===== src/rtl/div_unit_pkg.sv =====
// div_unit_pkg: shared widths, state codes and handshake constants for the divider
package div_unit_pkg;
  localparam int REG_W = 32;
  localparam int DREG_W = 2 * REG_W;
  typedef enum logic [1:0] {
    DIV_FREE    = 2'b00,
    DIV_BY_ZERO = 2'b01,
    DIV_ON      = 2'b10,
    DIV_END     = 2'b11
  } div_state_e;
  localparam logic RESULT_READY = 1'b1;
  localparam logic RESULT_NOT_READY = 1'b0;
  localparam logic DIV_START = 1'b1;
  localparam logic DIV_STOP = 1'b0;
endpackage


===== src/rtl/div_unit_step.sv =====
// div_step: one restoring-division iteration on the {partial remainder, dividend/quotient} register
module div_step #(
  parameter int DATA_W = 32
) (
  input  logic [2*DATA_W:0] w,
  input  logic [DATA_W-1:0] dsor,
  output logic [2*DATA_W:0] w_n
);
  logic [DATA_W+1:0] diff;
  logic neg;
  // trial subtract on the upper DATA_W+1 bits; keep the difference only if it did not borrow
  always_comb begin
    diff = {1'b0, w[2*DATA_W:DATA_W]} - {2'b0, dsor};
    neg = diff[DATA_W+1] | diff[DATA_W];
    w_n = neg ? {w[2*DATA_W-1:0], 1'b0} : {diff[DATA_W-1:0], w[DATA_W-1:0], 1'b1};
  end
endmodule


===== src/rtl/div_unit.sv =====
// div_unit: multi-cycle radix-2 restoring DIV/DIVU; result_o = {remainder, quotient}; DIV_ANNUL_EN enables annul_i
module div_unit
  import div_unit_pkg::*;
#(
  parameter int DATA_W = REG_W
) (
  input  logic                  clk,
  input  logic                  rst,
  input  logic                  start_i,
  input  logic                  annul_i,
  input  logic                  signed_div_i,
  input  logic [DATA_W-1:0]     opdata1_i,
  input  logic [DATA_W-1:0]     opdata2_i,
  output logic [2*DATA_W-1:0]   result_o,
  output logic                  ready_o
);
  localparam int CW = $clog2(DATA_W);
  localparam logic [CW-1:0] LAST = CW'(DATA_W - 1);
  div_state_e state, state_n;
  logic [2*DATA_W:0] w, w_n;
  logic [DATA_W-1:0] dsor, a_abs, d_abs, q, r;
  logic [2*DATA_W-1:0] res, result_n;
  logic [CW-1:0] cnt;
  logic neg_q, neg_r, ready_n, annul, accept;
`ifdef DIV_ANNUL_EN
  assign annul = annul_i;
`else
  assign annul = annul_i & 1'b0;
`endif
  assign accept = start_i == DIV_START && !annul;
  assign a_abs = signed_div_i && opdata1_i[DATA_W-1] ? -opdata1_i : opdata1_i;
  assign d_abs = signed_div_i && opdata2_i[DATA_W-1] ? -opdata2_i : opdata2_i;
  assign q = w_n[DATA_W-1:0];
  assign r = w_n[2*DATA_W:DATA_W+1];
  div_step #(.DATA_W(DATA_W)) u_step (.w(w), .dsor(dsor), .w_n(w_n));
  // state and registered outputs
  always_ff @(posedge clk) begin
    if (rst) begin
      state <= DIV_FREE;
      ready_o <= RESULT_NOT_READY;
      result_o <= '0;
    end else begin
      state <= state_n;
      ready_o <= ready_n;
      result_o <= result_n;
    end
  end
  // next-state selection; annul aborts any busy state
  always_comb begin
    state_n = state;
    if (annul && state != DIV_FREE) state_n = DIV_FREE;
    else
      case (state)
        DIV_FREE:    if (accept) state_n = opdata2_i == '0 ? DIV_BY_ZERO : DIV_ON;
        DIV_BY_ZERO: state_n = DIV_END;
        DIV_ON:      if (cnt == LAST) state_n = DIV_END;
        DIV_END:     if (ready_o && start_i == DIV_STOP) state_n = DIV_FREE;
        default:     state_n = DIV_FREE;
      endcase
  end
  // ready rises on the first END cycle, holds while start is held, and the result is zero whenever not ready
  always_comb begin
    ready_n = state == DIV_END && !annul && (!ready_o || start_i == DIV_START) ? RESULT_READY : RESULT_NOT_READY;
    result_n = ready_n ? res : '0;
  end
  // operand capture, iteration and sign correction of the final step
  always_ff @(posedge clk) begin
    if (rst) begin
      cnt <= '0;
      w <= '0;
      res <= '0;
      dsor <= '0;
      neg_q <= 1'b0;
      neg_r <= 1'b0;
    end else
      case (state)
        DIV_FREE:
          if (accept && opdata2_i != '0) begin
            dsor <= d_abs;
            w <= {{DATA_W{1'b0}}, a_abs, 1'b0};
            neg_q <= signed_div_i & (opdata1_i[DATA_W-1] ^ opdata2_i[DATA_W-1]);
            neg_r <= signed_div_i & opdata1_i[DATA_W-1];
            cnt <= '0;
          end
        DIV_BY_ZERO: begin
          w <= '0;
          res <= '0;
        end
        DIV_ON: begin
          w <= w_n;
          cnt <= cnt + 1'b1;
          if (cnt == LAST) res <= {neg_r ? -r : r, neg_q ? -q : q};
        end
        default: ;
      endcase
  end
endmodule


===== config.mk =====
export PLATFORM = sky130hd
export DESIGN_NAME = div_unit
export DESIGN_NICKNAME = d
export VERILOG_FILES = /design/src/rtl/div_unit_pkg.sv /design/src/rtl/div_unit_step.sv /design/src/rtl/div_unit.sv
export SDC_FILE = /design/constraint.sdc
export NUM_CORES = 1
export LEC_CHECK = 0
export BUFFER_PORTS_ARGS = -buffer_cell sky130_fd_sc_hd__buf_2
export CORE_ASPECT_RATIO = 0.7
export CORE_UTILIZATION = 45
export DETAILED_ROUTE_END_ITERATION = 12
export GPL_TIMING_DRIVEN = 0
export SETUP_SLACK_MARGIN = 0.15
export SYNTH_ARGS = -nofsm -noshare
export SYNTH_HDL_FRONTEND = slang
export SYNTH_SLANG_ARGS = --single-unit

===== constraint.sdc =====
create_clock -name clk -period 5.7 [get_ports clk]
set_clock_uncertainty 0.15 [all_clocks]
set_input_delay 0.285 -clock clk [delete_from_list [all_inputs] [get_ports clk]]
set_output_delay 0.285 -clock clk [all_outputs]
set_load 0.01 [all_outputs]

-- After elaboration in Yosys (flattened, before gate mapping)
Cells that the tools add are included.
- muxes and demuxes: 17
- eq/ne operators: 8
- bitwise gates (word level): 6
- $add $sub $neg: 6
- reductions and logical operators: 19
- operators by type and width (kind ; number):
    $pmux 65 s3 ; 1
    $mux 65 ; 2
    $mux 32 ; 4
    $neg 32->32 ; 4
    $pmux 64 s2 ; 1
    $mux 64 ; 1
    $sub 33x32->34 ; 1
    $logic_not 32->1 ; 1
    $reduce_bool 32->1 ; 1
    $pmux 5 s2 ; 1
    $mux 2 ; 4
    $ne 2x2->1 const B ; 4
    $pmux 2 s4 ; 1
    $reduce_and 2->1 ; 4
    $add 5x1->5 const B ; 1
    $eq 5x5->1 const B ; 1
    $logic_and 1x1->1 ; 5
    $mux 5 ; 1
    $eq 2x2->1 const B ; 2
    $reduce_bool 2->1 ; 2
    $reduce_and 3->1 ; 1
    $reduce_bool 3->1 ; 1
    $and 1x1->1 ; 2
    $eq 2x1->1 const B ; 1
    8 further kinds ; 9
- bits in registers: 235
- word-level logic and storage cells: 65

-- Depth between registers and ports, before layout
Gate-level depths: netlist of run 1.
- word-level depth: 7
- mapped depth: 25
- mapped depth without buffers: 21

-- Modules after synthesis
Synthesis of run 1 repeated with hierarchy kept, for this count alone.
- cell total of the unflattened synthesis: 1610
- area, all modules: 13291.5 sq um
- modules (own cells, without submodules) (module ; sequential area each (sq um) ; cells an instance ; times used ; area each (sq um)):
    div_unit ; 4704.5 ; 1231 ; 1 ; 10493.8
    div_step ; 0.0 ; 379 ; 1 ; 2797.7

-- Worst setup path before layout of run 1
No wires, ideal clock.
- path type: register to register
- start point: register w[32]
- end point: register res[54]
- path buffers: 3
- setup time: 0.117 ns
- period minus slack after synthesis: 5.242 ns
- required time: 5.433 ns
- cell stages (with the launch flop): 23
- slack: 0.458 ns
- arrival time: 4.975 ns
- path through: dfxtp_1 -> inv_1 -> ha_1 -> fa_1 -> nor2b_1 -> o31ai_4 -> a311oi_2 -> o31ai_1 -> a21boi_0 -> nor3_2 -> inv_2 -> buf_2 -> clkbuf_1 -> buf_1 -> nor2_1 -> a21oi_1 -> ha_1 -> nand4_1 -> or4_1 -> o31a_1 -> o41ai_1 -> xor2_1 -> a22o_1
- cells in the longest elaborated chain, start to end: 7
- RTL lines (what ; line ; source):
    start, declared ; div_unit.sv:20 ; logic [2*DATA_W:0] w, w_n;
    start signal, assigned ; div_unit.sv:80 ; w <= {{DATA_W{1'b0}}, a_abs, 1'b0};
    start signal, assigned ; div_unit.sv:90 ; w <= w_n;
    $sub 33x32->34 ; div_unit_step.sv:13 ; diff = {1'b0, w[2*DATA_W:DATA_W]} - {2'b0, dsor};
    $or 1x1->1 ; div_unit_step.sv:14 ; neg = diff[DATA_W+1] | diff[DATA_W];
    $mux 65 (*) ; div_unit_step.sv:15 ; w_n = neg ? {w[2*DATA_W-1:0], 1'b0} : {diff[DATA_W-1:0], w[DATA_W-1:0], 1'b1};
    $neg 32->32 ; div_unit.sv:92 ; if (cnt == LAST) res <= {neg_r ? -r : r, neg_q ? -q : q};
    $mux 32 (*) ; div_unit.sv:92 ;
    $mux 64 (*) ; div_unit.sv:92 ;
    $pmux 64 s2 (*) ; div_unit.sv:76 ; case (state)
    end signal, assigned ; div_unit.sv:92 ;
    end, declared ; div_unit.sv:22 ; logic [2*DATA_W-1:0] res, result_n;
Every way passes the cells marked *; elsewhere a longest branch is shown, timed or not. The select of a mux whose other input is x is not followed.
A chain may end at the register's enable or synchronous reset.

-- Final worst setup path of run 1
- start point: register dsor[12]
- end point: register res[54]
- cells in the longest elaborated chain, start to end: 7
- RTL lines (what ; line ; source):
    start, declared ; div_unit.sv:21 ; logic [DATA_W-1:0] dsor, a_abs, d_abs, q, r;
    start signal, assigned ; div_unit.sv:79 ; dsor <= d_abs;
    $sub 33x32->34 (*) ; div_unit_step.sv:13 ;
    $or 1x1->1 ; div_unit_step.sv:14 ;
    $mux 65 (*) ; div_unit_step.sv:15 ;
    $neg 32->32 ; div_unit.sv:92 ;
    $mux 32 (*) ; div_unit.sv:92 ;
    $mux 64 (*) ; div_unit.sv:92 ;
    $pmux 64 s2 (*) ; div_unit.sv:76 ;
Marks and branches as above.

==> results.json, run 1 <==
{
  "status": "complete, no violations",
  "endpoint_kind": "register",
  "finalInstanceArea_mm2": 0.0162,
  "finalNetCount": 1993,
  "routed-via-count": 13100,
  "row_count": 52,
  "wl_per_cell_um": 19.5,
  "hold_start": "opdata2_i[6]",
  "worstMarginPinSlew_ns": 1.11,
  "layout.cells.non_filler": 2304,
  "place_inst": 2218,
  "initial_core_utilization": 0.465,
  "regToRegStartpoint": "dsor[12]$_SDFFE_PP0P_",
  "clock_sink_count": 235,
  "clkSlewWorstSetupHoldPaths_ns": 0.06,
  "startpoint_type_of_the_worst_setup_path": "register",
  "final_setup_viols": 0,
  "nFillCells": 2793,
  "ios": 134,
  "dieArea_mm2": 0.0310,
  "synth_simple_gate_area_share": 0.219,
  "dp.final_hpwl_um": 35200,
  "critPathLaunch": "dsor[12]$_SDFFE_PP0P_",
  "max_incr_delay_on_cp_ns": 0.51,
  "ys_top_cells_by_count": "sky130_fd_sc_hd__dfxtp_1, sky130_fd_sc_hd__nor2_1, sky130_fd_sc_hd__nand2_1",
  "synthDistinctLibCells": 85,
  "vias_in_the_first_global_route": 11700,
  "place_worst_setup_slack_ns": -0.988,
  "antenna_found_initial": 0,
  "worst-path-max-fanout": 10,
  "finalWeightedCongestion": 0.932,
  "drv.max_cap_violation_count": 0,
  "seq_total_area_yosys": 0.345,
  "post_synth_inst_count": 1682,
  "period_share": 0.952,
  "grt.overflow.total": 0,
  "globalRouteTotalUtil": 0.286,
  "rsz0062_at_grt": "no",
  "avgSynthCellArea_um2": 8.11,
  "critical_path.top_delay_family": "compound AO/OA/AOI/OAI gates",
  "drt_iter0_markers": 1334,
  "proportion_of_synthesized_flip_flops_having_asynchronous_set_or_reset": 0,
  "placeableCoreArea_mm2": 0.0293,
  "max-vdd-ir-drop_mv": 0.199,
  "tritoncts_clock_tree": "yes",
  "synth_edf_count": 0,
  "finalWorstPathRequiredPeriod_ns": 5.42,
  "drive_gt1_frac": 0.144,
  "grt_start_max_net_pins": 15,
  "critical_path.cell_chain": "inv_1 -> ha_1 -> buf_2 -> a21oi_1 -> o21a_1 -> o22ai_1 -> or3_1 -> buf_6 -> a21oi_4 -> nor3_4 -> inv_2 -> buf_4 -> clkbuf_8 -> buf_6 -> nor2_1 -> a21oi_4 -> ha_4 -> nand4_1 -> or4_1 -> o31a_1 -> buf_4 -> o41ai_2 -> xor2_1 -> a22o_1",
  "maxClockFrequency_mhz": 184,
  "synth_top_flop_cell": "sky130_fd_sc_hd__dfxtp_1",
  "synth_top_family_by_area": "compound AO/OA/AOI/OAI gates",
  "cts_root_buffer": "sky130_fd_sc_hd__clkbuf_16",
  "postSynthRegisterBits": 235,
  "floorplan.die.height_um": 148,
  "clock_tree.buffer_depth": 3,
  "maxSlewViolCount": 0,
  "timing.critical_path.arrival_ns": 5.70,
  "maxSlewHeadroom": 0.256,
  "ant_nets": 0,
  "worst_skew_pair.late_latency_ns": 0.56,
  "crit_path_top_delay_cell": "sky130_fd_sc_hd__or4_1",
  "placedInstanceArea_mm2": 0.0148,
  "netlist_area_mm2": 0.0136,
  "synth_compound_gate_area_share": 0.241,
  "layout-area-overhead-vs-synth_pct": 19.0,
  "power_density_relative_to_cell_area_mw_per_mm2": 383,
  "yosys-top-cells-area": "sky130_fd_sc_hd__dfxtp_1, sky130_fd_sc_hd__nor2_1, sky130_fd_sc_hd__xnor2_1, sky130_fd_sc_hd__ha_1, sky130_fd_sc_hd__and2_1",
  "syn_nets": 1794,
  "finalWorstSetupSlack_ns": 0.275,
  "ratio_of_routed_vias_to_standard_cells": 5.68,
  "timing.reg2reg.setup_slack_ns": 0.28,
  "synth_area_in_xor_xnor": 0.0872,
  "pleak_nw": 6.48,
  "muxShareOfSynthArea": 0.0186,
  "antenna-diode-count": 0,
  "hold_violations": 0,
  "final_core_utilization": 0.553,
  "synth_area_leader": "sky130_fd_sc_hd__dfxtp_1",
  "numCtsBuffers": 25,
  "dieWidth_um": 210,
  "post_synth_adder_cell_area": 0.0400,
  "worstPathRequired_ns": 5.98,
  "numPortBuffers": 131,
  "yosysWarnings": 0,
  "setup.worst_path.class": "register to register",
  "post-route-drc-count": 0,
  "critPathBufInv": 8,
  "wire_length_of_the_first_global_routing_pass_um": 68900,
  "timing.hold.worst.class": "input pin to register",
  "htree_levels": 1,
  "drt-total-wl_um": 44900,
  "synthDominantCellAreaShare": 0.345,
  "drt_pass1_iterations": 6,
  "finalPower_w": 0.00621,
  "yosysMostFrequentCell": "sky130_fd_sc_hd__dfxtp_1"
}
worst reg2reg max path, cell delays in order (launching register included):
cell and delay (ns):
sky130_fd_sc_hd__dfxtp_1 0.31, sky130_fd_sc_hd__inv_1 0.06, sky130_fd_sc_hd__ha_1 0.30, sky130_fd_sc_hd__buf_2 0.20, sky130_fd_sc_hd__a21oi_1 0.18, sky130_fd_sc_hd__o21a_1 0.21, sky130_fd_sc_hd__o22ai_1 0.11, sky130_fd_sc_hd__or3_1 0.37
sky130_fd_sc_hd__buf_6 0.15, sky130_fd_sc_hd__a21oi_4 0.19, sky130_fd_sc_hd__nor3_4 0.09, sky130_fd_sc_hd__inv_2 0.13, sky130_fd_sc_hd__buf_4 0.22, sky130_fd_sc_hd__clkbuf_8 0.22, sky130_fd_sc_hd__buf_6 0.18, sky130_fd_sc_hd__nor2_1 0.08
sky130_fd_sc_hd__a21oi_4 0.21, sky130_fd_sc_hd__ha_4 0.20, sky130_fd_sc_hd__nand4_1 0.16, sky130_fd_sc_hd__or4_1 0.51, sky130_fd_sc_hd__o31a_1 0.34, sky130_fd_sc_hd__buf_4 0.17, sky130_fd_sc_hd__o41ai_2 0.24, sky130_fd_sc_hd__xor2_1 0.13
sky130_fd_sc_hd__a22o_1 0.21
cells by family (layout without fill, tap and decap cells):
| logic type | Yosys count | count (layout) |
|---|---|---|
| and+or+nand+nor | 610 | 610 |
| AOI/OAI and AO/OA | 468 | 468 |
| DFF | 235 | 235 |
| buffers and inverters | 167 | 384 |
| xor gates and xnor gates | 135 | 135 |
| adders and majority gates | 43 | 43 |
| muxes | 24 | 24 |
routing by layer:
metal,global-route usage,vias up,wire [um]
met5,0,-,0
met4,0.0358,0,472
met3,0.0822,32,5200
met2,0.346,597,15500
met1,0.480,6028,23700
li1,-,6436,-
timing repair:
action | CTS | global route
hold endpoints to repair | 32 | 0
setup endpoints to repair | 20 | 7
hold buffers | 32 | 0
buffers inserted | 5 | 4
resized for setup | 25 | 33
pin swaps | 7 | 5
layout make-up:
type | instances | area, um2 | area share
clock inverters | 10 | 150 | 0.00924
plain buffers | 108 | 489 | 0.0301
flip-flops and latches | 235 | 4720 | 0.291
well taps | 405 | 507 | 0.0312
clock buffers | 35 | 723 | 0.0445
multi-input cells | 1280 | 8380 | 0.516
repair buffers | 172 | 1040 | 0.0643
inverters | 59 | 221 | 0.0136
final timing paths:
kind	endpoint	cells after the start
setup / recovery	res[54]$_SDFFE_PP0P_	24
hold / removal	dsor[6]$_SDFFE_PP0P_	4
setup reg to reg	res[54]$_SDFFE_PP0P_	24
hold reg to reg	result_o[5]$_SDFF_PP0_	1
power breakdown:
part           total, W  leakage (nW)  switching, W  internal [W]
Clock           0.00173         0.429      0.000697       0.00103
Combinational   0.00251          4.13       0.00166      0.000853
Sequential      0.00197          1.91      0.000174       0.00180
metrics by stage:
stage | setup TNS [ns] | hold WS, ns
global placement | -6.54 | 0.288
finish | 0 | 0.0561
detailed placement | -7.42 | 0.292
floorplan | 0 | 0.271
CTS | 0 | 0.0306
global route | 0 | 0.0806
registers in the layout (all words and copies together) (netlist names):
register,count
ready_o,1
neg_q,1
result_o,64
dsor,32
cnt,5
neg_r,1
state,2
w,65
res,64
cells in the final DEF, fill, tap and decap left out, types with 25 or more instances in the layout:
| cell type | n |
|---|---|
| sky130_fd_sc_hd__and2_1 | 79 |
| sky130_fd_sc_hd__ha_1 | 41 |
| sky130_fd_sc_hd__xnor2_1 | 89 |
| sky130_fd_sc_hd__a211oi_1 | 56 |
| sky130_fd_sc_hd__a22oi_1 | 43 |
| sky130_fd_sc_hd__xor2_1 | 45 |
| sky130_fd_sc_hd__buf_2 | 144 |
| sky130_fd_sc_hd__o21ai_0 | 74 |
| sky130_fd_sc_hd__a22o_1 | 31 |
| sky130_fd_sc_hd__inv_1 | 58 |
| sky130_fd_sc_hd__clkbuf_1 | 80 |
| sky130_fd_sc_hd__nor3_1 | 54 |
| sky130_fd_sc_hd__dlygate4sd3_1 | 32 |
| sky130_fd_sc_hd__nand3_1 | 33 |
| sky130_fd_sc_hd__clkbuf_16 | 25 |
| sky130_fd_sc_hd__nor2_1 | 217 |
| sky130_fd_sc_hd__dfxtp_1 | 221 |
| sky130_fd_sc_hd__or3_1 | 25 |
| sky130_fd_sc_hd__a21oi_1 | 91 |
| sky130_fd_sc_hd__nand2_1 | 108 |
Power figures use the tool's default switching activity.
==> inputs of run 2 (changes only) <==
Settings changed: ABC_AREA set to 1.
==> run 2 against run 1 <==
- clock power down 8%
- synthesized cell count is 29% higher
- sequential power up 3%
- die area increased by 2.4%
- largest cell class unchanged
- largest power group unchanged
- highest routed layer unchanged
==> results.json, run 2 <==
{
  "finalWorstPathRequiredPeriod_ns": 5.20,
  "reg_top3": "w x65, res x64, result_o x64",
  "drt-total-wl_um": 49500,
  "switchingPower_w": 0.00283,
  "worst_skew_pair.late_latency_ns": 0.54,
  "layout-area-overhead-vs-synth_pct": 16.7,
  "routed-via-count": 14900,
  "post_synth_inst_count": 2173,
  "maxClockFrequency_mhz": 192,
  "cts_root_buffer": "sky130_fd_sc_hd__clkbuf_16",
  "hold_end": "w[27]$_SDFFE_PP0P_",
  "largest_register_ff_count": 65,
  "finalWeightedCongestion": 0.965,
  "avgSynthCellArea_um2": 6.43,
  "drv.max_cap_violation_count": 0,
  "postSynthRegisterBits": 235,
  "most_common_cell_after_layout_fill_and_taps_aside": "sky130_fd_sc_hd__nand2_1",
  "dieWidth_um": 213,
  "synth_top_flop_cell": "sky130_fd_sc_hd__dfxtp_1",
  "yosysMostFrequentCell": "sky130_fd_sc_hd__nand2_1",
  "regToRegStartpoint": "w[32]$_SDFFE_PP0P_",
  "switching_share": 0.447,
  "wire_length_of_the_first_global_routing_pass_um": 75100,
  "rsz0062_at_grt": "no",
  "placeableCoreArea_mm2": 0.0303,
  "ant_nets": 0,
  "endpoint_kind": "register",
  "hold_violations": 0,
  "worst-r2r-cell-count": 33,
  "synth_area_leader": "sky130_fd_sc_hd__dfxtp_1",
  "dieArea_mm2": 0.0318,
  "clkSlewWorstSetupHoldPaths_ns": 0.07,
  "post_synth_adder_cell_area": 0.0390,
  "row_count": 53,
  "p_int_w": 0.00350,
  "period_share": 0.911,
  "clock_sink_count": 235,
  "timing.critical_path.arrival_ns": 5.51,
  "finalInstanceArea_mm2": 0.0163,
  "power_density_relative_to_cell_area_mw_per_mm2": 388,
  "synth_compound_gate_area_share": 0.167,
  "synth_edf_count": 0,
  "holdPathStages": 4,
  "seq_total_area_yosys": 0.337,
  "p_seq_frac": 0.320,
  "ys_top_cells_by_count": "sky130_fd_sc_hd__nand2_1, sky130_fd_sc_hd__inv_1, sky130_fd_sc_hd__nor2_1",
  "synth_top_family_by_area": "simple AND/OR/NAND/NOR gates",
  "timing.reg2reg.setup_slack_ns": 0.50,
  "synthDominantCellAreaShare": 0.337,
  "layout.cells.most_common_list": "sky130_fd_sc_hd__nand2_1, sky130_fd_sc_hd__inv_1, sky130_fd_sc_hd__nor2_1, sky130_fd_sc_hd__dfxtp_1, sky130_fd_sc_hd__a21oi_1",
  "muxShareOfSynthArea": 0,
  "ratio_of_routed_vias_to_standard_cells": 5.34,
  "maxSlewHeadroom": 0.339,
  "initial_core_utilization": 0.461,
  "worst-path-max-fanout": 10,
  "wl_per_cell_um": 17.7,
  "maxSlewViolCount": 0,
  "post-route-drc-count": 0,
  "synth_area_in_xor_xnor": 0.0439,
  "max-vdd-ir-drop_mv": 0.259,
  "crit_path_top_delay_cell": "sky130_fd_sc_hd__dfxtp_1",
  "vias_in_the_first_global_route": 13200,
  "hold_start": "opdata1_i[26]",
  "numCtsBuffers": 24,
  "finalWorstSetupSlack_ns": 0.505,
  "layout.cells.non_filler": 2793,
  "drive_gt1_frac": 0.111,
  "placedInstanceArea_mm2": 0.0152,
  "htree_levels": 1,
  "combinationalPowerShare": 0.426,
  "tritoncts_clock_tree": "yes",
  "grt.overflow.total": 0,
  "startpoint_type_of_the_worst_setup_path": "register",
  "synth_simple_gate_area_share": 0.307,
  "yosysWarnings": 0,
  "status": "complete, no violations",
  "floorplan.die.height_um": 149,
  "netlist_area_mm2": 0.0140,
  "ios": 134,
  "timing.hold.worst.class": "input pin to register",
  "pleak_nw": 7.41,
  "final_setup_viols": 0,
  "holdWs_ns": 0.0169,
  "globalRouteTotalUtil": 0.310,
  "finalNetCount": 2477,
  "proportion_of_synthesized_flip_flops_having_asynchronous_set_or_reset": 0,
  "max_flop_register": "w",
  "syn_nets": 2285,
  "worstPathRequired_ns": 6.02,
  "synthDistinctLibCells": 45,
  "numPortBuffers": 132,
  "critical_path.reg2reg.endpoint": "res[30]$_SDFFE_PP0P_",
  "yosys-top-cells-area": "sky130_fd_sc_hd__dfxtp_1, sky130_fd_sc_hd__nand2_1, sky130_fd_sc_hd__a21oi_1, sky130_fd_sc_hd__inv_1, sky130_fd_sc_hd__nor2_1",
  "fin_setup_tns_ns": 0,
  "drt_iter0_markers": 1555,
  "antenna-diode-count": 0,
  "clock_tree.buffer_depth": 3,
  "clkPwrFrac": 0.254,
  "place_worst_setup_slack_ns": -0.00559,
  "setup.worst_path.class": "register to register",
  "max_incr_delay_on_cp_ns": 0.36,
  "worstMarginPinSlew_ns": 0.985,
  "grt_start_max_net_pins": 15,
  "antenna_found_initial": 1,
  "drt_pass1_iterations": 5,
  "place_inst": 2717,
  "dp.final_hpwl_um": 39400
}
## run 2: changes by cell type in the layout (fill, tap and decap cells not counted), sizes merged, moves of 47 or more
| cell | previous run | this run |
|---|---|---|
| a211oi | 56 | 9 |
| a21oi | 98 | 221 |
| xnor2 | 89 | 27 |
| and2 | 81 | 2 |
| nand2 | 108 | 539 |
| inv | 61 | 290 |
| o21ai | 81 | 148 |
| nand3 | 33 | 122 |
## run 2: cells by family (layout without fill, tap and decap cells)
group | Yosys count | after routing
buf+inv | 377 | 585
flops | 235 | 235
simple gates | 1016 | 1016
compound gates | 432 | 432
fa+ha+maj | 43 | 43
xor+xnor | 70 | 70
## run 2: final cells by class
cell class / count / area (um2)
inverter: 293 / 1100
sequential: 235 / 4700
clock inverter: 10 / 109
clock buffer: 32 / 672
timing repair buffer: 166 / 993
buffer: 84 / 388
fill: 3182 / 14000
tap: 412 / 515
multi-input combinational: 1561 / 7830
## run 2: through the flow
step	power (W)	util
6_report	0.00632	0.538
5_1_grt	0.00669	0.538
4_1_cts	0.00620	0.536
3_5_place_dp	0.00457	0.500
3_3_place_gp	0.00456	0.500
2_1_floorplan	0.00372	-
## run 2: worst max-delay path: cells and delay by family (launching register included)
kind	cells	cell delay, ns
buffers and inverters	7	0.82
DFF	1	0.36
AOI/OAI and AO/OA	5	0.76
and+or+nand+nor	18	2.26
adders and majority gates	3	0.74
## run 2: metal layers
layer  vias to the layer above  track usage  wire length, um
met5                         -            0                0
met1                      6869        0.493            25100
met2                       604        0.424            18900
li1                       7396            -                -
met3                        32       0.0724             5030
met4                         0       0.0356              405
## run 2: power groups by stage
stage	combinational, W	clock (W)	sequential (W)
3_5_place_dp	0.00253	0	0.00205
6_report	0.00270	0.00160	0.00202
2_1_floorplan	0.00173	0	0.00199
3_3_place_gp	0.00252	0	0.00204
4_1_cts	0.00256	0.00162	0.00201
5_1_grt	0.00295	0.00169	0.00204
## run 2: worst max-delay path by stage
| stage | start | to |
|---|---|---|
| after floorplan | w[32]$_SDFFE_PP0P_ | res[30]$_SDFFE_PP0P_ |
| after global placement | w[32]$_SDFFE_PP0P_ | res[30]$_SDFFE_PP0P_ |
| after detailed placement | w[32]$_SDFFE_PP0P_ | res[30]$_SDFFE_PP0P_ |
| after CTS | w[32]$_SDFFE_PP0P_ | res[30]$_SDFFE_PP0P_ |
| after global routing | w[32]$_SDFFE_PP0P_ | res[30]$_SDFFE_PP0P_ |
| final | w[32]$_SDFFE_PP0P_ | res[30]$_SDFFE_PP0P_ |
## run 2: what timing repair did
item | CTS | global route
resized for setup | 2 | 12
buffers inserted | 0 | 3
endpoints found under the setup margin | 2 | 4
hold buffers | 31 | 0
hold endpoints to repair | 31 | 0
pin swaps | 0 | 6
